### src/rtl/sprite_palette_lut.sv
// Multi-bank sprite colour palette: index -> RGB in a fixed two-stage pipeline,
// with transparency keying and a frame-timed hit-flash override.
module sprite_palette_lut #(
    parameter int INDEX_W = 4,
    parameter int NUM_BANKS = 4,
    parameter int CHAN_W = 4,
    parameter int TRANSPARENT_IDX = 0,
    parameter logic [3*CHAN_W-1:0] FLASH_RGB = 12'hFFF,
    parameter int FLASH_FRAMES = 8,
    localparam int BANK_W = (NUM_BANKS > 1) ? $clog2(NUM_BANKS) : 1,
    localparam int RGB_W = 3 * CHAN_W,
    localparam int CNT_W = $clog2(FLASH_FRAMES + 1)
) (
    input  logic               Clk,
    input  logic               Reset_n,
    input  logic               wr_en,
    input  logic [BANK_W-1:0]  wr_bank,
    input  logic [INDEX_W-1:0] wr_index,
    input  logic [RGB_W-1:0]   wr_rgb,
    input  logic               rd_valid_in,
    input  logic [BANK_W-1:0]  rd_bank,
    input  logic [INDEX_W-1:0] rd_index,
    input  logic               frame_start,
    input  logic               flash_req,
    output logic               rd_valid_out,
    output logic [CHAN_W-1:0]  red,
    output logic [CHAN_W-1:0]  green,
    output logic [CHAN_W-1:0]  blue,
    output logic               transparent,
    output logic               flash_active
);

    localparam int ENTRIES = 2 ** INDEX_W;

    logic [RGB_W-1:0]   mem [NUM_BANKS][ENTRIES];
    logic               s1_valid;
    logic [BANK_W-1:0]  s1_bank;
    logic [INDEX_W-1:0] s1_index;
    logic [CNT_W-1:0]   flash_cnt;
    logic [CNT_W-1:0]   flash_nxt;
    logic               wr_ok;
    logic               rd_ok;
    logic               rd_trans;
    logic [RGB_W-1:0]   entry;
    logic [RGB_W-1:0]   rgb_nxt;

    assign wr_ok    = int'(wr_bank) < NUM_BANKS;
    assign rd_ok    = int'(s1_bank) < NUM_BANKS;
    assign rd_trans = rd_ok && (s1_index == INDEX_W'(TRANSPARENT_IDX));

    always_ff @(posedge Clk or negedge Reset_n) begin
        if (!Reset_n) begin
            for (int b = 0; b < NUM_BANKS; b++) begin
                for (int i = 0; i < ENTRIES; i++) begin
                    mem[b][i] <= '0;
                end
            end
        end else if (wr_en && wr_ok) begin
            mem[wr_bank][wr_index] <= wr_rgb;
        end
    end

    always_ff @(posedge Clk or negedge Reset_n) begin
        if (!Reset_n) begin
            s1_valid <= 1'b0;
            s1_bank  <= '0;
            s1_index <= '0;
        end else begin
            s1_valid <= rd_valid_in;
            s1_bank  <= rd_bank;
            s1_index <= rd_index;
        end
    end

    // Stage-1 lookup sees the array after this cycle's write has landed.
    always_comb begin
        entry = '0;
        if (rd_ok) begin
            entry = mem[s1_bank][s1_index];
        end
    end

    always_comb begin
        rgb_nxt = entry;
        unique case (1'b1)
            (!rd_ok || rd_trans):                  rgb_nxt = '0;
            (rd_ok && !rd_trans && flash_active):  rgb_nxt = FLASH_RGB;
            default: ;
        endcase
    end

    always_ff @(posedge Clk or negedge Reset_n) begin
        if (!Reset_n) begin
            rd_valid_out <= 1'b0;
            red          <= '0;
            green        <= '0;
            blue         <= '0;
            transparent  <= 1'b0;
        end else begin
            rd_valid_out <= s1_valid;
            if (s1_valid) begin
                {red, green, blue} <= rgb_nxt;
                transparent        <= rd_trans;
            end
        end
    end

    always_comb begin
        flash_nxt = flash_cnt;
        if (flash_req) begin
            flash_nxt = CNT_W'(FLASH_FRAMES);
        end else if (frame_start && (flash_cnt != '0)) begin
            flash_nxt = flash_cnt - CNT_W'(1);
        end
    end

    always_ff @(posedge Clk or negedge Reset_n) begin
        if (!Reset_n) begin
            flash_cnt    <= '0;
            flash_active <= 1'b0;
        end else begin
            flash_cnt    <= flash_nxt;
            flash_active <= (flash_nxt != '0);
        end
    end

endmodule

### config.mk
export PLATFORM = sky130hd
export DESIGN_NAME = sprite_palette_lut
export DESIGN_NICKNAME = d
export VERILOG_FILES = /design/src/rtl/sprite_palette_lut.sv
export SDC_FILE = /design/constraint.sdc
export NUM_CORES = 1
export LEC_CHECK = 0
export BUFFER_PORTS_ARGS = -buffer_cell sky130_fd_sc_hd__buf_2
export CELL_PAD_IN_SITES_DETAIL_PLACEMENT = 0
export CELL_PAD_IN_SITES_GLOBAL_PLACEMENT = 1
export CORE_MARGIN = 4
export CORE_UTILIZATION = 39
export DETAILED_ROUTE_END_ITERATION = 8
export PLACE_DENSITY_LB_ADDON = 0.12
export SLEW_MARGIN = 20
export SYNTH_ARGS = -nofsm -noshare
export SYNTH_HDL_FRONTEND = slang
export SYNTH_SLANG_ARGS = --single-unit
### constraint.sdc
create_clock -name Clk -period 3.9 [get_ports Clk]
set_input_delay 0.39 -clock Clk [delete_from_list [all_inputs] [get_ports Clk]]
set_output_delay 0.39 -clock Clk [all_outputs]
set_load 0.02 [all_outputs]
# [After elaboration in Yosys (flattened, before gate mapping)]
# Index checks and enable logic that the tools add are counted.
# Widths: inputs -> output; s select.
[totals] n_memories=0 mem_bits_rw=0 latch_bits=0 inputBits=30 output_inout_bits=15 mem_bits_ro=0 wordCells=107 reg_bits=794
[op_classes] reduce_logical=8 n_lt_le_gt_ge=6 n_bitwise=4 n_mux=14 multipliers=0 n_div=0 shifts=0 eq_ne=0 add_sub_neg=1
[op_table] cell="$bwmux 768" count=1
[op_table] cell="$mux 192" count=3
[op_table] cell="$bmux 192 s2" count=1
[op_table] cell="$demux 192 s2" count=1
[op_table] cell="$bmux 12 s4" count=1
[op_table] cell="$demux 12 s4" count=1
[op_table] cell="$mux 12" count=3
[op_table] cell="$pmux 12 s2" count=1
[op_table] cell="$ge 5x5->1 const B" count=2
[op_table] cell="$not 4->5" count=2
[op_table] cell="$mux 4" count=2
[op_table] cell="$reduce_bool 4->1" count=2
[op_table] cell="$ge 3x3->1 const B" count=2
[op_table] cell="$not 2->3" count=2
[op_table] cell="$lt 5x1->1 const B" count=1
[op_table] cell="$logic_and 1x1->1" count=4
[op_table] cell="$logic_not 4->1" count=1
[op_table] cell="$sub 4x1->4 const B" count=1
[op_table] cell="$lt 3x1->1 const B" count=1
[op_table] cell="$logic_not 1->1" count=1

# [Longest topological paths before layout]
[logic_depth] ltp_word=8 ltp_mapped=9 depth_no_buf=6

# [Worst setup path before layout]
# No wires, ideal clock.
[synth_timing] path_kind="reg2reg" start="reg s1_bank[1]" end="reg green[1]" synth_period_minus_slack_ns=2.036 t_arrival_ns=1.910 path_buffers=2 path_slack_ns=1.864 required_ns=3.774 stages_incl_launch_ff=8 setup_ns=0.126 path_cell_list="dfrtp_1 -> buf_6 -> buf_2 -> mux4_2 -> mux2_2 -> a221oi_2 -> a21oi_1 -> a221o_1"
[synth_via] elab_chain_cells=8
[synth_lines] item="from (decl)" line="37" rtl="logic [BANK_W-1:0] s1_bank;"
[synth_lines] item="from (signal assigned)" line="70" rtl="s1_bank <= rd_bank;"
[synth_lines] item="$not 2->3 (implied by the code)" line="79" rtl="entry = mem[s1_bank][s1_index];"
[synth_lines] item="$bmux 192 s2" line="79"
[synth_lines] item="$mux 192 (implied by the code) (2 in a row)" line="79"
[synth_lines] item="$bmux 12 s4" line="79"
[synth_lines] item="$mux 12 (implied by the code) (2 in a row)" line="79"
[synth_lines] item="$pmux 12 s2" line="85" rtl="unique case (1'b1)"
[synth_lines] item="to (signal assigned)" line="102" rtl="{red, green, blue} <= rgb_nxt;"
[synth_lines] item="to (decl)" line="27" rtl="output logic [CHAN_W-1:0] green,"
# No other way between the ends. The select of a mux whose other input is x is not followed.
# A chain may end at the register's enable or synchronous reset.

# [Worst setup path in the final report]
[layout_timing] start="reg s1_bank[1]" end="reg red[0]"
[layout_via] elab_chain_cells=8
[layout_lines] item="$not 2->3 (implied by the code)" line="79"
[layout_lines] item="$bmux 192 s2" line="79"
[layout_lines] item="$mux 192 (implied by the code) (2 in a row)" line="79"
[layout_lines] item="$bmux 12 s4" line="79"
[layout_lines] item="$mux 12 (implied by the code) (2 in a row)" line="79"
[layout_lines] item="$pmux 12 s2" line="85"
[layout_lines] item="to (signal assigned)" line="102"
[layout_lines] item="to (decl)" line="26" rtl="output logic [CHAN_W-1:0] red,"
# No other way between the ends. The select of a mux whose other input is x is not followed.

==> metrics.md <==
| Metric | Value |
|---|---|
| Status | `complete, no violations` |
| Endpoint arrival time on the critical path | `3.77 ns` |
| Routed length on met1 | `slightly above 50000 um` |
| Achievable Freq | `between 300 and 400 MHz` |
| Total congestion overflow after global routing | `0` |
| Prevailing post-synth register cell | `sky130_fd_sc_hd__dfrtp_1` |
| Power per Cell Area | `521.5 mW/mm2` |
| Die outline area | `around 0.098 mm2` |
| Synthesized netlist net count | `2472` |
| Root buf cell | `sky130_fd_sc_hd__clkbuf_16` |
| Total of endpoints with negative setup slack in the final report | `0` |
| Area growth from synthesis to final layout | `13.49%` |
| Die extent in x | `~310 um` |
| Maximum root-to-sink buffer count | `3` |
| RSZ-0062 raised after global routing | `false` |
| Number of distinct library cell variants in the gate-level netlist after synthesis | `62` |
| Number of detailed-routing iterations run before antenna repair | `5` |
| Final wirelength | `around 110000 um` |
| Global-route usage over all layers | `22.49%` |
| Number of resized instances in the post-cts repair step | `0` |
| Cts bufs inserted | `approximately 90` |
| Clock tree from TritonCTS | `done` |
| Register bit count reported by yosys | `794` |
| Post-Syn Area | `~0.036 mm2` |
| Count of final max-slew check failures | `0` |
| Uppermost routed layer | `met5` |
| Iteration-0 DRC count of the detailed router | `1441` |
| I/O Buffers | `44` |
| Met2 routed wirelength | `50670 um` |
| First-pass GRT wire length | `163000 um` |
| Clock sinks | `slightly below 800` |
| Slew of the pin with the lowest slew margin | `approximately 1.1 ns` |
| Lkg Pwr | `about 19 nW` |
| Overall Power | `roughly 22 mW` |
| Setup Skew | `0.01452 ns` |
| Fraction of the cycle the final worst path needs | `between 80% and 90%` |
| Fraction of layout cells with a size suffix above 1 | `49.88%` |
| Total via count after detailed routing | `~22000` |
| Final routed wire length divided by cell count | `a little under 30 um` |
| Clock edge transition at the registers on the reported setup and hold paths | `about 0.060 ns` |
| DIE HEIGHT | `313.2 um` |
| Worst setup path category | `reg2reg` |
| Headroom to the max-slew limit | `24.10%` |
| Mapped Avg Cell Area | `between 10 and 15 um2` |
| Post-detailed-route via-to-cell ratio | `~5.7` |
| Final-layout setup total negative slack | `0 ns` |
| Standard-cell row count | `between 100 and 150` |
| Number of filler cells placed in the layout | `around 8200` |
| Pin count of the biggest net entering global routing | `91` |
| Crit Path Max Fanout | `32` |
| CTS H-tree depth | `3` |
| Asr flop ratio synth | `100.0%` |
| Clock latency reported for the late side of the worst-skew pair | `around 0.64 ns` |
| Crit. End Element | `flop` |
| Initial cell density of the core | `39.46%` |
| Sequential share of the synthesized area | `54.68%` |
| Via count of the first global-routing pass | `22920` |
| Critical path required time | `~4.4 ns` |
| Post-route ant nets | `0` |
| Number of enable-type register cells in the synthesized netlist | `0` |
| Top-level I/O count | `between 40 and 50` |
| Endpoints failing hold | `0` |
| Met3 wire len | `approximately 5300 um` |
| Final weighted congestion in routability-driven placement | `between 0.8 and 0.9` |
| Fin nets | `between 2000 and 2500` |
| Area of the placeable core | `roughly 0.092 mm2` |
| Residual DRC count | `0` |
| Synth Warn # | `0` |
| Number of cells produced by synthesis | `2441` |
| Maxcap violations | `0` |
| DP Wirelength | `about 70000 um` |
| Type of the tightest min-delay check | `in2reg` |
| Post-route minimum period | `between 3 and 4 ns` |
| Initial antenna violation count | `9` |
| Worst vdd ir | `~320 uV` |
| Kind of launch point of the worst setup path | `flop` |
-- metrics by stage --
step                worst slack, ns  instances  util, %  hold slack [ns]  cell area (um2)
finish                       0.6006       3774    44.79           0.1917            41240
global route                 0.5186       3771    44.78           0.1896            41230
CTS                          0.5501       3771    44.78           0.1503            41230
detailed placement           0.5751       3603    41.35           0.4606            38080
global placement             0.5839       3603    41.35           0.4488            38080
floorplan                     1.864       2441        -          0.09441            36340
-- layout make-up --
class                           instances  area, um2  share of cell area (%)
Antenna cell                            3      7.507                 0.01820
Clock buffer                          139       2780                   6.742
Clock inverter                         20      282.8                  0.6857
Inverter                               10      37.54                 0.09102
Multi-Input combinational cell       1413      15390                   37.32
Sequential cell                       794      19880                   48.21
Tap cell                             1243       1555                   3.771
Timing Repair Buffer                  152       1306                   3.168
-- synth_stat cells, types with 10 or more instances --
cell	count	area (um2)
sky130_fd_sc_hd__mux2i_1	71	710.7
sky130_fd_sc_hd__o22ai_1	17	106.4
sky130_fd_sc_hd__buf_6	14	157.7
sky130_fd_sc_hd__a221oi_1	13	113.9
sky130_fd_sc_hd__buf_4	10	75.07
sky130_fd_sc_hd__nor2b_1	14	87.58
sky130_fd_sc_hd__a22oi_1	16	120.1
sky130_fd_sc_hd__mux2_2	814	9166
sky130_fd_sc_hd__nand2_1	82	307.8
sky130_fd_sc_hd__nand3_1	22	110.1
sky130_fd_sc_hd__buf_2	51	255.2
sky130_fd_sc_hd__buf_1	12	45.04
sky130_fd_sc_hd__clkbuf_1	137	514.2
sky130_fd_sc_hd__a21oi_1	17	85.08
sky130_fd_sc_hd__o21ai_0	26	130.1
sky130_fd_sc_hd__nor2_1	47	176.4
sky130_fd_sc_hd__mux4_2	143	3221
sky130_fd_sc_hd__dfrtp_1	794	19870
-- layout by cell type, fill, tap and decap left out, types with 11 or more instances in the layout --
cell and instances:
sky130_fd_sc_hd__a221oi_1 13, sky130_fd_sc_hd__dfrtp_1 791, sky130_fd_sc_hd__clkbuf_16 93, sky130_fd_sc_hd__buf_2 41, sky130_fd_sc_hd__buf_4 82, sky130_fd_sc_hd__clkbuf_1 18, sky130_fd_sc_hd__nor2_1 47, sky130_fd_sc_hd__o21ai_0 26
sky130_fd_sc_hd__nand3_1 22, sky130_fd_sc_hd__a21oi_1 17, sky130_fd_sc_hd__mux4_2 143, sky130_fd_sc_hd__o22ai_1 17, sky130_fd_sc_hd__a22oi_1 16, sky130_fd_sc_hd__nor2b_1 14, sky130_fd_sc_hd__clkinv_2 11, sky130_fd_sc_hd__clkbuf_8 28
sky130_fd_sc_hd__mux2i_1 71, sky130_fd_sc_hd__nand2_1 82, sky130_fd_sc_hd__buf_12 19, sky130_fd_sc_hd__mux2_2 814
-- worst paths after layout --
path                                   from            to  slack, ns  cells after the start
worst min register to register     mem[305]      mem[305]       0.50                      1
worst max register to register   s1_bank[1]        red[0]       0.60                      7
min in group asynchronous           Reset_n      mem[407]       0.35                      2
worst min-delay path            frame_start  flash_cnt[2]       0.19                      4
max in group asynchronous           Reset_n    s1_bank[1]       2.28                      4
worst max-delay path             s1_bank[1]        red[0]       0.60                      7
-- flip-flops by register name (all words and copies together) (netlist names) --
name / cells
transparent: 1
s1_index: 4
green: 4
blue: 4
flash_cnt: 4
rd_valid_out: 1
flash_active: 1
red: 4
mem: 768
s1_valid: 1
s1_bank: 2
-- cells by family (layout without fill, tap and decap cells) --
logic type      after synthesis  count (layout)  share of synthesized area [%]
buf+inv                     234             321                          2.985
simple gates                219             219                          2.868
compound gates              159             159                          3.130
flops                       794             794                          54.68
xor+xnor                      3               3                        0.07232
fa+ha+maj                     1               1                        0.03443
mux                        1031            1031                          36.23
other cells                   0               3                              0
-- critical path, cell delays in order, from the launching register on --
cell and delay (ns):
sky130_fd_sc_hd__dfrtp_4 0.86, sky130_fd_sc_hd__buf_4 0.44, sky130_fd_sc_hd__buf_4 0.26, sky130_fd_sc_hd__mux2i_1 0.23
sky130_fd_sc_hd__a22o_1 0.28, sky130_fd_sc_hd__nor2_1 0.08, sky130_fd_sc_hd__a221oi_1 0.68, sky130_fd_sc_hd__o221ai_1 0.24
-- what timing repair did --
action | in CTS | in global routing
setup buffers | 0 | 0
endpoints found under the hold margin | 82 | 0
hold buffers | 9 | 0
-- metal layers --
layer,up-vias,GRT usage [%]
met5,-,0
met3,119,4.007
met4,2,4.653
met1,11840,32.99
li1,9107,-
met2,442,35.26
-- power by group --
part           internal, mW  switching, mW
Combinational          1.49           1.32
Clock                  5.33           3.40
Sequential             9.33          0.624
Total                  16.2           5.35
Power figures use the tool's default switching activity.
